===== config.mk =====
export PLATFORM = sky130hd
export DESIGN_NAME = bram_stream_drain
export DESIGN_NICKNAME = d
export VERILOG_FILES = /design/src/rtl/bram_stream_drain.sv
export SDC_FILE = /design/constraint.sdc
export NUM_CORES = 1
export LEC_CHECK = 0
export BUFFER_PORTS_ARGS = -buffer_cell sky130_fd_sc_hd__buf_2
export CAP_MARGIN = 15
export CORE_AREA = 2 2 115 117
export CTS_CLUSTER_DIAMETER = 50
export DETAILED_ROUTE_END_ITERATION = 8
export DIE_AREA = 0 0 117 119
export GPL_TIMING_DRIVEN = 0
export PLACE_DENSITY = 0.75
export SETUP_SLACK_MARGIN = 0.15
export SYNTH_ARGS = -nofsm -noshare
export SYNTH_HDL_FRONTEND = slang
export SYNTH_SLANG_ARGS = --single-unit

===== constraint.sdc =====
create_clock -name clk -period 4.9 [get_ports clk]
set_clock_uncertainty 0.15 [all_clocks]
set_input_delay 1.225 -clock clk [delete_from_list [all_inputs] [get_ports clk]]
set_output_delay 1.225 -clock clk [all_outputs]
set_load 0.005 [all_outputs]

===== src/rtl/bram_stream_drain.sv =====
// rtl/bram_stream_drain.sv - drains a contiguous run of buffer words onto a valid/ready stream
// Reads are paced so that FIFO words plus the in-flight read never exceed the 2-entry FIFO.
module bram_stream_drain #(
    parameter int ADDR_W = 16,
    parameter int DATA_W = 16
) (
    input  logic              clk,
    input  logic              rst,
    input  logic              start_in,
    input  logic [ADDR_W-1:0] base_addr_in,
    input  logic [ADDR_W-1:0] word_count_in,
    output logic [ADDR_W-1:0] rd_addr_out,
    output logic              rd_enable_out,
    input  logic [DATA_W-1:0] rd_data_in,
    input  logic              rd_valid_in,
    output logic [DATA_W-1:0] m_data_out,
    output logic              m_valid_out,
    output logic              m_last_out,
    input  logic              m_ready_in,
    output logic              busy_out,
    output logic              done_out
);

    localparam logic [1:0] S_IDLE  = 2'd0;
    localparam logic [1:0] S_READ  = 2'd1;
    localparam logic [1:0] S_DRAIN = 2'd2;
    localparam logic [1:0] S_DONE  = 2'd3;

    localparam logic [ADDR_W-1:0] ONE = {{(ADDR_W-1){1'b0}}, 1'b1};

    logic [1:0]        state_q, state_d;
    logic [ADDR_W-1:0] addr_q, addr_d;
    logic [ADDR_W-1:0] last_addr_q;
    logic [ADDR_W-1:0] remaining_q, remaining_d;
    logic [ADDR_W-1:0] count_q, count_d;
    logic [ADDR_W-1:0] emitted_q, emitted_d;
    logic              inflight_q;

    logic [DATA_W-1:0] fifo_q [2];
    logic              head_q, tail_q;
    logic [1:0]        occ_q;

    logic       pop, push, issue;
    logic [2:0] pending;

    always_comb begin
        pop     = (occ_q != 2'd0) && m_ready_in;
        // Returns are only trusted when we issued a read last cycle; this drops stale data after reset.
        push    = rd_valid_in && inflight_q && ((occ_q != 2'd2) || pop);
        pending = {1'b0, occ_q} + {2'b00, inflight_q} - {2'b00, pop};
        issue   = (state_q == S_READ) && (remaining_q != '0) && (pending < 3'd2);
    end

    assign rd_enable_out = issue;
    assign rd_addr_out   = issue ? addr_q : last_addr_q;
    assign m_valid_out   = (occ_q != 2'd0);
    assign m_data_out    = m_valid_out ? fifo_q[head_q] : '0;
    assign m_last_out    = m_valid_out && (emitted_q == (count_q - ONE));
    assign busy_out      = (state_q == S_READ) || (state_q == S_DRAIN);
    assign done_out      = (state_q == S_DONE);

    always_comb begin
        state_d     = state_q;
        addr_d      = addr_q;
        remaining_d = remaining_q;
        count_d     = count_q;
        emitted_d   = pop ? (emitted_q + ONE) : emitted_q;
        case (state_q)
            S_IDLE: begin
                if (start_in) begin
                    if (word_count_in != '0) begin
                        state_d     = S_READ;
                        addr_d      = base_addr_in;
                        remaining_d = word_count_in;
                        count_d     = word_count_in;
                        emitted_d   = '0;
                    end else begin
                        state_d = S_DONE;
                    end
                end
            end
            S_READ: begin
                if (issue) begin
                    addr_d      = addr_q + ONE;
                    remaining_d = remaining_q - ONE;
                    if (remaining_q == ONE) begin
                        state_d = S_DRAIN;
                    end
                end
            end
            S_DRAIN: begin
                if (pop && m_last_out) begin
                    state_d = S_DONE;
                end
            end
            S_DONE: begin
                state_d = S_IDLE;
            end
            default: begin
                state_d = S_IDLE;
            end
        endcase
    end

    always_ff @(posedge clk) begin
        if (rst) begin
            state_q     <= S_IDLE;
            addr_q      <= '0;
            last_addr_q <= '0;
            remaining_q <= '0;
            count_q     <= '0;
            emitted_q   <= '0;
            inflight_q  <= 1'b0;
        end else begin
            state_q     <= state_d;
            addr_q      <= addr_d;
            last_addr_q <= rd_addr_out;
            remaining_q <= remaining_d;
            count_q     <= count_d;
            emitted_q   <= emitted_d;
            inflight_q  <= issue;
        end
    end

    always_ff @(posedge clk) begin
        if (rst) begin
            fifo_q[0] <= '0;
            fifo_q[1] <= '0;
            head_q    <= 1'b0;
            tail_q    <= 1'b0;
            occ_q     <= 2'd0;
        end else begin
            if (push) begin
                fifo_q[tail_q] <= rd_data_in;
                tail_q         <= ~tail_q;
            end
            if (pop) begin
                head_q <= ~head_q;
            end
            occ_q <= occ_q + {1'b0, push} - {1'b0, pop};
        end
    end

endmodule


* Word-level counts from Yosys, hierarchy flattened
Memories as Yosys holds them, arrays and structs flattened. A register that Yosys moved wholly into a read port is not among the register bits.
Cells that the tools add are included.
** Operators by class
- $lt $le $gt $ge :: 1
- Bitwise logic cells :: 2
- $add $sub $neg :: 8
- Muxes and demuxes :: 30
- Eq/ne operators :: 11
- Reductions and logical operators :: 18
** Operators by type and width (count)
- $mux W16 :: 13
- $pmux W16 S2 :: 2
- $add A16 B1 Y16 const B :: 2
- $reduce_bool A16 Y1 :: 2
- $sub A16 B1 Y16 const B :: 2
- $eq A16 B1 Y1 const B :: 1
- $eq A16 B16 Y1 :: 1
- $reduce_or A16 Y1 :: 1
- $mux W2 :: 5
- $mux W1 :: 9
- $ne A2 B2 Y1 const B :: 4
- $pmux W2 S4 :: 1
- $reduce_and A4 Y1 :: 2
- $logic_and A1 B1 Y1 :: 7
- $eq A2 B2 Y1 const B :: 2
- $ne A2 B1 Y1 const B :: 2
- $reduce_bool A2 Y1 :: 2
- $add A2 B1 Y3 :: 1
- $lt A3 B2 Y1 const B :: 1
- $reduce_and A3 Y1 :: 1
- $sub A3 B1 Y3 :: 1
- $add A2 B1 Y2 :: 1
- $eq A2 B1 Y1 const B :: 1
- $logic_not A2 Y1 :: 1
- other kinds (3) :: 5
** Word-level totals
- Memories :: 1
- Logic and storage cells :: 81
- Memory bits (writable) :: 32
- Input port bits :: 53
- Output and inout port bits :: 37
- Flip-flop bits (word level) :: 87
** Memory list
- fifo_q :: words 2, bits a word 16, read ports 1, clocked after Yosys merged registers in 1, write ports 2, line 39 : logic [DATA_W-1:0] fifo_q [2];

* Logic depth before layout (Yosys ltp)
Gate-level depths: netlist of the first run.
- Depth in word-level cells :: 9
- Gate-level depth with buffers :: 14
- Mapped depth without buffers :: 12

* Worst setup path after synthesis of the first run
OpenSTA, ideal clock, no wires.
- Kind :: input to output
- From :: in m_ready_in
- To :: out rd_addr_out[10]
- Arrival time :: 3.447 ns
- Setup slack :: 0.078 ns
- Stages :: 11
- Required time :: 3.525 ns
- Buffers on the path :: 2
- Cells stage by stage :: o21ai_1 inv_1 ha_1 nand2b_1 fa_1 xnor2_1 nand3_1 a31oi_1 buf_4 buf_6 mux2_4
** Between the ends
- Longest elaborated chain between the ends :: 5
** RTL lines
- from (decl) :: line 19 : input logic m_ready_in,
- $logic_and A1 B1 Y1 :: line 47 : pop = (occ_q != 2'd0) && m_ready_in;
- named net pop :: line 43 : logic pop, push, issue;
- $sub A3 B1 Y3 :: line 50 : pending = {1'b0, occ_q} + {2'b00, inflight_q} - {2'b00, pop};
- $lt A3 B2 Y1 :: line 51 : issue = (state_q == S_READ) && (remaining_q != '0) && (pending < 3'd2);
- $logic_and A1 B1 Y1 :: line 51
- named net rd_enable_out :: line 13 : output logic rd_enable_out,
- $mux W16 :: line 55 : assign rd_addr_out = issue ? addr_q : last_addr_q;
- to (decl) :: line 12 : output logic [ADDR_W-1:0] rd_addr_out,
The timed path passes the listed nets, and every way through them passes these cells.

* Worst setup path in the final report of the first run
- From :: in m_ready_in
- To :: out rd_addr_out[2]
** Between the ends
- Longest elaborated chain between the ends :: 5
** RTL lines (line)
- $logic_and A1 B1 Y1 :: 47
- named net pop :: 43
- $sub A3 B1 Y3 :: 50
- $lt A3 B2 Y1 :: 51
- $logic_and A1 B1 Y1 :: 51
- $mux W16 :: 55
The timed path passes the listed nets, and every way through them passes these cells.

==> results of run 1 <==
-- cell usage after synthesis, types with 19 or more instances --
master,number,area (µm²)
sky130_fd_sc_hd__nor2b_1,23,143.9
sky130_fd_sc_hd__edfxtp_1,32,960.9
sky130_fd_sc_hd__xor2_1,19,166.4
sky130_fd_sc_hd__nor2_1,92,345.3
sky130_fd_sc_hd__o21ai_0,32,160.2
sky130_fd_sc_hd__clkbuf_1,30,112.6
sky130_fd_sc_hd__inv_1,19,71.32
sky130_fd_sc_hd__nand2_1,55,206.5
sky130_fd_sc_hd__mux2i_1,36,360.4
sky130_fd_sc_hd__a21oi_1,32,160.2
sky130_fd_sc_hd__dfxtp_1,88,1762
sky130_fd_sc_hd__nand3_1,25,125.1
sky130_fd_sc_hd__and2_1,36,225.2
-- per-stage QoR --
| stage | hold WS (ns) | setup WS (ns) | area, µm² | power, W | util |
|---|---|---|---|---|---|
| 3_3_place_gp | 0.3125 | -0.4010 | 7167 | 0.003260 | 0.5567 |
| 4_1_cts | 0.3347 | 0.1023 | 8034 | 0.004767 | 0.6240 |
| 6_report | 0.3402 | 0.1372 | 8080 | 0.004826 | 0.6276 |
| 5_1_grt | 0.3675 | 0.07919 | 8080 | 0.005117 | 0.6276 |
| 3_5_place_dp | 0.3306 | -0.4447 | 7171 | 0.003294 | 0.5569 |
| 2_1_floorplan | 0.2999 | 0.2064 | 6506 | 0.002779 | - |
-- timing repair --
item / 4_1_cts / 5_1_grt
gates resized for setup: 37 / 6
setup buffers: 10 / 2
cloned: 1 / 0
endpoints found under the setup margin: 17 / 17
pin swaps: 3 / 3
hold buffers: 0 / 0
hold endpoints to repair: 0 / 0
-- sequential cells by signal, summed over array words and instances, names as in the netlist, named ones only --
register / cells
remaining_q: 16
occ_q: 2
fifo_q: 32
state_q: 2
addr_q: 16
emitted_q: 16
tail_q: 1
head_q: 1
last_addr_q: 16
count_q: 16
inflight_q: 1
-- power breakdown --
group          total (W)  leakage, nW  switching, W  internal, W
registers        0.00141         1.05      0.000199      0.00121
clock network    0.00121        0.276      0.000455     0.000755
logic            0.00221         1.86       0.00122     0.000985
-- final timing paths --
path / from / end / cells past startpoint
setup / recovery: m_ready_in / rd_addr_out[2] / 12
hold / removal: remaining_q[5]$_SDFFE_PP0P_ / remaining_q[5]$_SDFFE_PP0P_ / 2
setup reg to reg: occ_q[1]$_SDFF_PP0_ / state_q[0]$_SDFFE_PP0P_ / 12
hold reg to reg: remaining_q[5]$_SDFFE_PP0P_ / remaining_q[5]$_SDFFE_PP0P_ / 2
-- kinds of logic (layout without fill, tap and decap cells) --
kind of cell	after synthesis	in the layout	share of synthesized area
xor gates and xnor gates	36	36	0.04849
buffers and inverters	62	195	0.04021
muxes	54	54	0.09121
AOI/OAI and AO/OA	128	128	0.1376
adders and majority gates	14	14	0.02809
DFF	120	120	0.4187
and+or+nand+nor	299	299	0.2357
-- final cells by class --
class / instances / area share
Timing Repair Buffer: 101 / 0.08331
Clock buffer: 19 / 0.05482
Clock inverter: 13 / 0.01595
Buffer: 43 / 0.02509
Tap cell: 176 / 0.02725
Sequential cell: 120 / 0.3369
Multi-Input combinational cell: 531 / 0.4478
Inverter: 19 / 0.008826
-- critical path: stages --
cell and delay [ns]:
sky130_fd_sc_hd__buf_8 0.10, sky130_fd_sc_hd__o21ai_4 0.05, sky130_fd_sc_hd__inv_2 0.07, sky130_fd_sc_hd__ha_4 0.21, sky130_fd_sc_hd__nand2b_4 0.13, sky130_fd_sc_hd__fa_2 0.53, sky130_fd_sc_hd__nand3_2 0.12, sky130_fd_sc_hd__a31oi_4 0.19
sky130_fd_sc_hd__buf_6 0.18, sky130_fd_sc_hd__buf_8 0.14, sky130_fd_sc_hd__mux2_4 0.32, sky130_fd_sc_hd__buf_6 0.12
-- per-layer routing --
metal	track usage	wire length, µm
met1	0.3272	7292
met2	0.4025	7994
met3	0.05394	1063
met4	0.09853	372
met5	0	0
==> Implementation_results.wiki, run 1 <==
{| class="wikitable"
! Metric !! Value
|-
| Register cell area after layout || 2723 µm²
|-
| WL final || 16720 µm
|-
| Yosys reg bits || 120
|-
| Antenna violations before repair || 0
|-
| EDFF count, synth || 32
|-
| Drt via density || 5.548
|-
| Die width || 117 µm
|-
| Residual DRC || 0
|-
| Largest net degree at the start of global routing || 17
|-
| R2r setup slk || 1.44 ns
|-
| Warnings from Yosys || 0
|-
| Clock root buffer || sky130_fd_sc_hd__clkbuf_16
|-
| Multi-input combinational cell area || 3618 µm²
|-
| Number of H-tree branching levels || 4
|-
| Count of nets left with antenna violations after detail routing || 0
|-
| Post-synth top flop || sky130_fd_sc_hd__dfxtp_1
|-
| Max Freq || 0.2100 GHz
|-
| Number of fill cells in the layout || 1092
|-
| Type of the worst min-delay path || reg -> reg
|-
| Number of antenna cells inserted || 0
|-
| Via count of the first global-routing pass || 5502
|-
| Critical Path Fanout Max || 5
|-
| Final weighted congestion of routability-driven global placement || 0.8845
|-
| Average instance area after synthesis || 9.120 µm²
|-
| Endpoints failing setup || 0
|-
| Nature of the critical path endpoint || primary output
|-
| Insertion delay of the later-clocked pin in the worst-skew pair || 0.42 ns
|-
| Floorplan core area || 12870 µm²
|-
| Non-Filler Instances || 1022
|-
| Cell area power density || 597.3 nW/µm²
|-
| Leading cell type in the layout, fill and taps excluded || sky130_fd_sc_hd__nor2_1
|-
| Clock Tree Buf Depth || 2
|-
| Final TNS setup || 0 ns
|-
| Synthesized net count || 780
|-
| Count of max-cap constraint violations || 0
|-
| Remaining Overflow, GRT || 0
|-
| Final Hold Vio Count || 0
|-
| Number of distinct library cell variants in the gate-level netlist after synthesis || 66
|-
| Post-detailed-placement half-perimeter wirelength || 11580 µm
|-
| Wire length of the first global-routing pass || 27320 µm
|-
| Startpoint-to-endpoint class of the critical path || in -> out
|-
| Sequential area share after synthesis || 0.4187
|-
| Post-synthesis async set-or-reset flop share || 0
|-
| Detailed router's first-iteration violation count || 375
|-
| Initial DRT Pass Iterations || 5
|-
| Static Leak || 3.187 nW
|-
| CP startpoint kind || primary input
|-
| Clock tree from TritonCTS || yes
|-
| Post-layout minimum cycle time || 4.763 ns
|-
| Combined global-route utilization of all metal layers || 0.2505
|-
| Clock buffers created by TritonCTS || 17
|-
| Starting density of the core || 0.5051
|-
| Vertical extent of the die || 119 µm
|-
| Clock transition at the register clock pins on the worst setup and hold paths after CTS || 0.05 ns
|-
| Max rail drop VDD || 0.0003971 V
|-
| Post-synthesis instance area || 6502 µm²
|-
| Placed Cells incl. Taps || 977
|-
| Top library cells by usage in the layout, fill and taps aside || 92 x sky130_fd_sc_hd__nor2_1, 88 x sky130_fd_sc_hd__dfxtp_1, 77 x sky130_fd_sc_hd__buf_2, 55 x sky130_fd_sc_hd__nand2_1
|-
| Final max-slew violation count || 0
|-
| Final nets || 900
|-
| Worst endpoint data arrival time || 3.39 ns
|-
| Die Outline Area || 13920 µm²
|-
| Number of top-level design ports || 90
|-
| Final critical-path share of the clock period || 0.9720
|-
| Fraction of final layout cells sized beyond drive strength 1 || 0.2281
|-
| Layout overhead on the synthesized area || 24.26%
|-
| Post-synthesis cell count || 713
|-
| Normalized max-slew margin || 0.4316
|-
| Outcome || complete, no violations
|-
| Unrepaired setup endpoints after global routing || true
|-
| Number of clock sinks || 120
|-
| Number of buffers added on ports || 88
|-
| Total vias in the final route || 5670
|-
| Mean routed wirelength per cell || 16.36 µm
|-
| Actual slew at the worst max-slew pin || 0.8520 ns
|-
| Endpoint required time on the critical path || 3.52 ns
|-
| Cell Rows || 42
|}
Note: power is estimated with default switching activity, not from simulation.
==> run 2, diff against run 1 <==
==> constraint.sdc (replaced) <==
create_clock -name clk -period 4.9 [get_ports clk]
set_clock_uncertainty 0.15 [all_clocks]
set_input_delay 0.98 -clock clk [delete_from_list [all_inputs] [get_ports clk]]
set_output_delay 0.98 -clock clk [all_outputs]
set_load 0.005 [all_outputs]
==> run 2 against run 1 <==
- first-iteration DRC count down 11%
- highest routed layer unchanged
- fmax up 3.4%
- setup slack improved by 0.16 ns
- largest cell class unchanged
- final cell count shrank 0.98%
- global-route usage is 0.28 points lower
- sequential power barely moved
- sequential share of layout area grew 0.96 points
- sequential cell count did not move
- total power decreased by 2.1%
- utilization shrank 1.7 points
==> Implementation_results.wiki, run 2 (synthesized netlist as in run 1, its figures left out) <==
{| class="wikitable"
! Metric !! Value
|-
| Vertical extent of the die || 119 µm
|-
| Drt via density || 5.584
|-
| Die width || 117 µm
|-
| Endpoints failing setup || 0
|-
| Number of cells traversed by the worst hold path || 2
|-
| Number of antenna cells inserted || 0
|-
| Final nets || 890
|-
| Critical Path Fanout Max || 10
|-
| Post-detailed-placement half-perimeter wirelength || 11520 µm
|-
| R2r setup slk || 1.25 ns
|-
| Combined global-route utilization of all metal layers || 0.2477
|-
| Register cell area after layout || 2723 µm²
|-
| Flip-flop count of the largest register, all copies and words added || 32
|-
| Net Sw Frac || 0.3826
|-
| Floorplan core area || 12870 µm²
|-
| Worst endpoint data arrival time || 3.48 ns
|-
| Power share of the sequential group || 0.296
|-
| Leading cell type in the layout, fill and taps excluded || sky130_fd_sc_hd__buf_2
|-
| Placed inst area || 7167 µm²
|-
| Total vias in the final route || 5651
|-
| Clock tree from TritonCTS || yes
|-
| Combinational share of power || 0.412
|-
| Outcome || complete, no violations
|-
| Via count of the first global-routing pass || 5401
|-
| Number of clock sinks || 120
|-
| Unrepaired setup endpoints after global routing || false
|-
| Final max-slew violation count || 0
|-
| Final Hold Vio Count || 0
|-
| Multi-input combinational cell area || 3537 µm²
|-
| CP startpoint kind || primary input
|-
| Static Leak || 3.115 nW
|-
| Count of nets left with antenna violations after detail routing || 0
|-
| Reg-to-reg critical path startpoint || occ_q[1]$_SDFF_PP0_
|-
| Mean routed wirelength per cell || 16.27 µm
|-
| Hold buffer count at cts || 0
|-
| Die Outline Area || 13920 µm²
|-
| Clock root buffer || sky130_fd_sc_hd__clkbuf_16
|-
| Terminus of the critical flop-to-flop path || remaining_q[2]$_SDFFE_PP0P_
|-
| Actual slew at the worst max-slew pin || 0.8372 ns
|-
| Layout Cell Area excl Fill || 7858 µm²
|-
| Startpoint-to-endpoint class of the critical path || in -> out
|-
| End point of the most critical hold path || remaining_q[1]$_SDFFE_PP0P_
|-
| Insertion delay of the later-clocked pin in the worst-skew pair || 0.42 ns
|-
| WL final || 16470 µm
|-
| Fraction of final layout cells sized beyond drive strength 1 || 0.2129
|-
| Final weighted congestion of routability-driven global placement || 0.9159
|-
| Endpoint required time on the critical path || 3.77 ns
|-
| Max rail drop VDD || 0.0003496 V
|-
| Top library cells by usage in the layout, fill and taps aside || 93 x sky130_fd_sc_hd__buf_2, 92 x sky130_fd_sc_hd__nor2_1, 88 x sky130_fd_sc_hd__dfxtp_1, 55 x sky130_fd_sc_hd__nand2_1
|-
| Share of power burned in the clock network || 0.292
|-
| Starting density of the core || 0.5051
|-
| Cell Rows || 42
|-
| Number of top-level design ports || 90
|-
| Number of cells on the worst reg-to-reg path || 14
|-
| Residual DRC || 0
|-
| Final Worst Setup Slack || 0.2942 ns
|-
| Final TNS setup || 0 ns
|-
| Count of max-cap constraint violations || 0
|-
| Remaining Overflow, GRT || 0
|-
| Clock buffers created by TritonCTS || 17
|-
| Detailed router's first-iteration violation count || 332
|-
| Largest net degree at the start of global routing || 17
|-
| Power spent charging and discharging nets || 0.001808 W
|-
| Clock transition at the register clock pins on the worst setup and hold paths after CTS || 0.05 ns
|-
| Wire length of the first global-routing pass || 26660 µm
|-
| Antenna violations before repair || 0
|-
| Startpoint of the worst hold path || remaining_q[1]$_SDFFE_PP0P_
|-
| Type of the worst min-delay path || reg -> reg
|-
| Initial DRT Pass Iterations || 4
|-
| Layout overhead on the synthesized area || 20.84%
|-
| Post-layout minimum cycle time || 4.606 ns
|-
| Nature of the critical path endpoint || primary output
|-
| Cell area power density || 601.3 nW/µm²
|-
| Cell-internal power || 0.002917 W
|-
| Max Freq || 0.2171 GHz
|-
| Normalized max-slew margin || 0.4415
|-
| Final critical-path share of the clock period || 0.9399
|-
| Number of H-tree branching levels || 4
|-
| Biggest register || fifo_q
|-
| Worst slack, placed || -0.1481 ns
|-
| Clock Tree Buf Depth || 2
|-
| Number of fill cells in the layout || 1127
|-
| Number of buffers added on ports || 88
|}
==> run 2: final cells by class <==
| class | count | share of cell area |
|---|---|---|
| multi-input cells | 531 | 0.4502 |
| flip-flops and latches | 120 | 0.3465 |
| repair buffers | 91 | 0.05892 |
| clock buffers | 17 | 0.05414 |
| clock inverters | 15 | 0.02850 |
| well taps | 176 | 0.02803 |
| plain buffers | 43 | 0.02468 |
| inverters | 19 | 0.009076 |
==> run 2: per-layer routing <==
metal,up-vias,track usage,part of all wire
li1,2752,-,-
met4,0,0.1162,0.032
met1,2662,0.3099,0.43
met5,-,0,0
met2,191,0.4021,0.48
met3,46,0.05598,0.059
==> run 2: critical path: stages <==
cell and delay [ns]:
sky130_fd_sc_hd__buf_2 0.11, sky130_fd_sc_hd__o21ai_2 0.12, sky130_fd_sc_hd__inv_2 0.09, sky130_fd_sc_hd__ha_1 0.27, sky130_fd_sc_hd__nand2b_1 0.15, sky130_fd_sc_hd__fa_1 0.38
sky130_fd_sc_hd__xnor2_1 0.17, sky130_fd_sc_hd__nand3_2 0.14, sky130_fd_sc_hd__a31oi_2 0.22, sky130_fd_sc_hd__buf_6 0.19, sky130_fd_sc_hd__buf_6 0.18, sky130_fd_sc_hd__mux2_4 0.32
sky130_fd_sc_hd__buf_2 0.13
==> run 2: per-stage QoR <==
step           instances  power, W  hold slack (ns)    util
6_report            1012  0.004725           0.3469  0.6103
4_1_cts             1009  0.004696           0.3428  0.6082
3_5_place_dp         977  0.003291           0.3270  0.5567
3_3_place_gp         977  0.003265           0.3153  0.5564
5_1_grt             1012  0.005015           0.3615  0.6103
2_1_floorplan        713  0.002777           0.2999       -
==> run 2: worst max path at each step <==
stage | to | slack [ns] | cells past startpoint | startpoint
CTS | rd_addr_out[12] | 0.16 | 13 | m_ready_in
finish | rd_addr_out[8] | 0.29 | 13 | m_ready_in
global route | rd_addr_out[12] | 0.18 | 13 | m_ready_in
detailed placement | rd_addr_out[12] | -0.15 | 13 | m_ready_in
floorplan | rd_addr_out[10] | 0.57 | 11 | m_ready_in
global placement | rd_addr_out[12] | -0.1 | 13 | m_ready_in
==> run 2: power by group through the flow <==
stage	combinational [W]	clock (W)	sequential (W)
4_1_cts	0.00192	0.00139	0.00139
2_1_floorplan	0.00142	0	0.00136
3_3_place_gp	0.00186	0	0.00140
3_5_place_dp	0.00188	0	0.00141
5_1_grt	0.00216	0.00143	0.00142
6_report	0.00195	0.00138	0.00140
==> run 2: what timing repair did <==
item / 4_1_cts / 5_1_grt
gates resized for setup: 4 / 1
gates cloned: 0 / 0
setup buffers: 0 / 3
pin swaps: 0 / 0
endpoints found under the setup margin: 17 / 8
==> run 3, diff against run 2 <==
Settings changed: CORE_AREA 2 2 115 117 to 2 2 124 126, DIE_AREA 0 0 117 119 to 0 0 126 128, PLACE_DENSITY 0.75 to 0.66.
==> run 3 against run 2 <==
- final cell count rose by 1.3%
- sequential power barely moved
- setup slack improved by 0.078 ns
- cell area fell by 0.94%
- largest power group unchanged
- register-to-register slack improved by 0.18 ns
- via count fell by 2.2%
- first-iteration DRC count fell by 10%
==> Implementation_results.wiki, run 3 (synthesized netlist as in run 1, its figures left out) <==
{| class="wikitable"
! Metric !! Value
|-
| Final Hold Vio Count || 0
|-
| Max rail drop VDD || 0.0002934 V
|-
| Power share of the sequential group || 0.309
|-
| Cell area power density || 580.0 nW/µm²
|-
| Met2 layer wire length in the routed design || 7921 µm
|-
| Mean routed wirelength per cell || 16.15 µm
|-
| Clock tree from TritonCTS || yes
|-
| Final critical-path share of the clock period || 0.9239
|-
| Via count of the first global-routing pass || 5346
|-
| Remaining Overflow, GRT || 0
|-
| Clock transition at the register clock pins on the worst setup and hold paths after CTS || 0.06 ns
|-
| Layout Cell Area excl Fill || 7784 µm²
|-
| CP startpoint kind || primary input
|-
| Clock Tree Buf Depth || 2
|-
| Leading cell type in the layout, fill and taps excluded || sky130_fd_sc_hd__buf_2
|-
| Drt via density || 5.391
|-
| Critical Path Fanout Max || 10
|-
| Uppermost metal layer occupied by signal nets || met4
|-
| Floorplan core area || 14860 µm²
|-
| Detailed router's first-iteration violation count || 298
|-
| Residual DRC || 0
|-
| Wire length of the first global-routing pass || 27030 µm
|-
| Reg-to-reg critical path startpoint || occ_q[1]$_SDFF_PP0_
|-
| Number of buffers and inverters on the critical path || 5
|-
| Max stage delay cell, worst path || sky130_fd_sc_hd__fa_1
|-
| Die Outline Area || 16130 µm²
|-
| Number of H-tree branching levels || 4
|-
| Post-detailed-placement half-perimeter wirelength || 12000 µm
|-
| Endpoints failing setup || 0
|-
| Most frequent cell on the critical path || sky130_fd_sc_hd__buf_2
|-
| Vertical extent of the die || 128 µm
|-
| Family of cells with the greatest summed delay on the critical path || buffers and inverters
|-
| Worst endpoint data arrival time || 3.40 ns
|-
| Fraction of final layout cells sized beyond drive strength 1 || 0.2162
|-
| Layout overhead on the synthesized area || 19.70%
|-
| Endpoint required time on the critical path || 3.77 ns
|-
| Actual slew at the worst max-slew pin || 0.8614 ns
|-
| Initial DRT Pass Iterations || 5
|-
| Largest net degree at the start of global routing || 17
|-
| Final weighted congestion of routability-driven global placement || 0.8941
|-
| Cell-internal power || 0.002687 W
|-
| Final max-slew violation count || 0
|-
| Net Sw Frac || 0.4048
|-
| Delay of the slowest cell on the worst path || 0.37 ns
|-
| Worst slack, placed || -0.1010 ns
|-
| Starting density of the core || 0.4375
|-
| Cell Rows || 45
|-
| Insertion delay of the later-clocked pin in the worst-skew pair || 0.42 ns
|-
| Type of the worst min-delay path || reg -> reg
|-
| Biggest register || fifo_q
|-
| Clock buffers created by TritonCTS || 17
|-
| Combinational share of power || 0.436
|-
| Static Leak || 3.075 nW
|-
| Startpoint of the worst hold path || remaining_q[12]$_SDFFE_PP0P_
|-
| Max Freq || 0.2209 GHz
|-
| Met3 wire length || 820 µm
|-
| Outcome || complete, no violations
|-
| Share of power burned in the clock network || 0.255
|-
| Flip-flop count of the largest register, all copies and words added || 32
|-
| Hold buffer count at cts || 0
|-
| Ordered cell list for the critical path || buf_2, o21ai_2, inv_2, ha_1, nand2b_1, fa_1, xnor2_1, nand3_2, a31oi_2, buf_4, buf_6, mux2_4, buf_2
|-
| Number of buffers added on ports || 88
|-
| Post-layout minimum cycle time || 4.527 ns
|-
| Count of nets left with antenna violations after detail routing || 0
|-
| Total vias in the final route || 5526
|-
| Number of top-level design ports || 90
|-
| Antenna violations before repair || 0
|-
| Combined global-route utilization of all metal layers || 0.2115
|-
| Final nets || 891
|-
| Count of max-cap constraint violations || 0
|-
| Total power after layout || 0.004514 W
|-
| Detailed-route wire length on metal 1 || 7554 µm
|-
| Die width || 126 µm
|-
| Number of clock sinks || 120
|-
| Critical path startpoint || m_ready_in
|-
| Startpoint-to-endpoint class of the critical path || in -> out
|-
| Normalized max-slew margin || 0.4253
|-
| Number of fill cells in the layout || 1463
|-
| Placed inst area || 7182 µm²
|-
| Clock root buffer || sky130_fd_sc_hd__clkbuf_16
|-
| WL final || 16560 µm
|-
| Top library cells by usage in the layout, fill and taps aside || 93 x sky130_fd_sc_hd__buf_2, 92 x sky130_fd_sc_hd__nor2_1, 88 x sky130_fd_sc_hd__dfxtp_1, 55 x sky130_fd_sc_hd__nand2_1
|-
| Nature of the critical path endpoint || primary output
|-
| Final Worst Setup Slack || 0.3727 ns
|-
| Number of antenna cells inserted || 0
|-
| Power spent charging and discharging nets || 0.001827 W
|-
| Unrepaired setup endpoints after global routing || false
|}
-- run 3: power by group through the flow --
| stage | combinational [W] | clock (W) | sequential [W] |
|---|---|---|---|
| 6_report | 0.00197 | 0.00115 | 0.00140 |
| 5_1_grt | 0.00219 | 0.00121 | 0.00142 |
| 4_1_cts | 0.00195 | 0.00116 | 0.00139 |
| 3_5_place_dp | 0.00190 | 0 | 0.00141 |
| 3_3_place_gp | 0.00188 | 0 | 0.00141 |
| 2_1_floorplan | 0.00142 | 0 | 0.00136 |
-- run 3: tightest hold or removal path, delay by kind of cell (launching register included) --
kind,cells,cell delay (ns)
AO/OA/AOI/OAI,2,0.12
flip-flops,1,0.31
-- run 3: final cells by class --
| type | count | area [µm²] | share of cell area |
|---|---|---|---|
| buffer | 43 | 190.2 | 0.02443 |
| inverter | 19 | 71.32 | 0.009163 |
| multi-input combinational | 531 | 3537 | 0.4544 |
| clock buffer | 17 | 425.4 | 0.05465 |
| clock inverter | 15 | 118.9 | 0.01527 |
| tap | 188 | 235.2 | 0.03022 |
| sequential | 120 | 2723 | 0.3498 |
| timing repair buffer | 92 | 483.0 | 0.06205 |
-- run 3: final timing paths --
kind | cells after the start | slack (ns) | to
max | 13 | 0.37 | rd_addr_out[13]
min | 2 | 0.33 | remaining_q[12]$_SDFFE_PP0P_
max reg2reg | 12 | 1.43 | state_q[0]$_SDFFE_PP0P_
min reg2reg | 2 | 0.33 | remaining_q[12]$_SDFFE_PP0P_
-- run 3: routing by layer --
metal | global-route usage | up-vias
li1 | - | 2756
met1 | 0.2710 | 2589
met2 | 0.3520 | 158
met3 | 0.04382 | 23
met4 | 0.08209 | 0
met5 | 0 | -
-- run 3: through the flow --
step / utilization / TNS [ns] / instances / hold slack (ns)
floorplan: - / 0 / 713 / 0.2999
global placement: 0.4829 / -0.8160 / 989 / 0.3122
detailed placement: 0.4832 / -0.7744 / 989 / 0.3223
CTS: 0.5219 / 0 / 1023 / 0.3303
global route: 0.5237 / 0 / 1025 / 0.3696
finish: 0.5237 / 0 / 1025 / 0.3299
-- run 3: repair_timing --
item                       4_1_cts  5_1_grt
gates resized for setup          2        2
setup endpoints to repair       16       16
cloned                           0        0
buffers inserted                 2        2
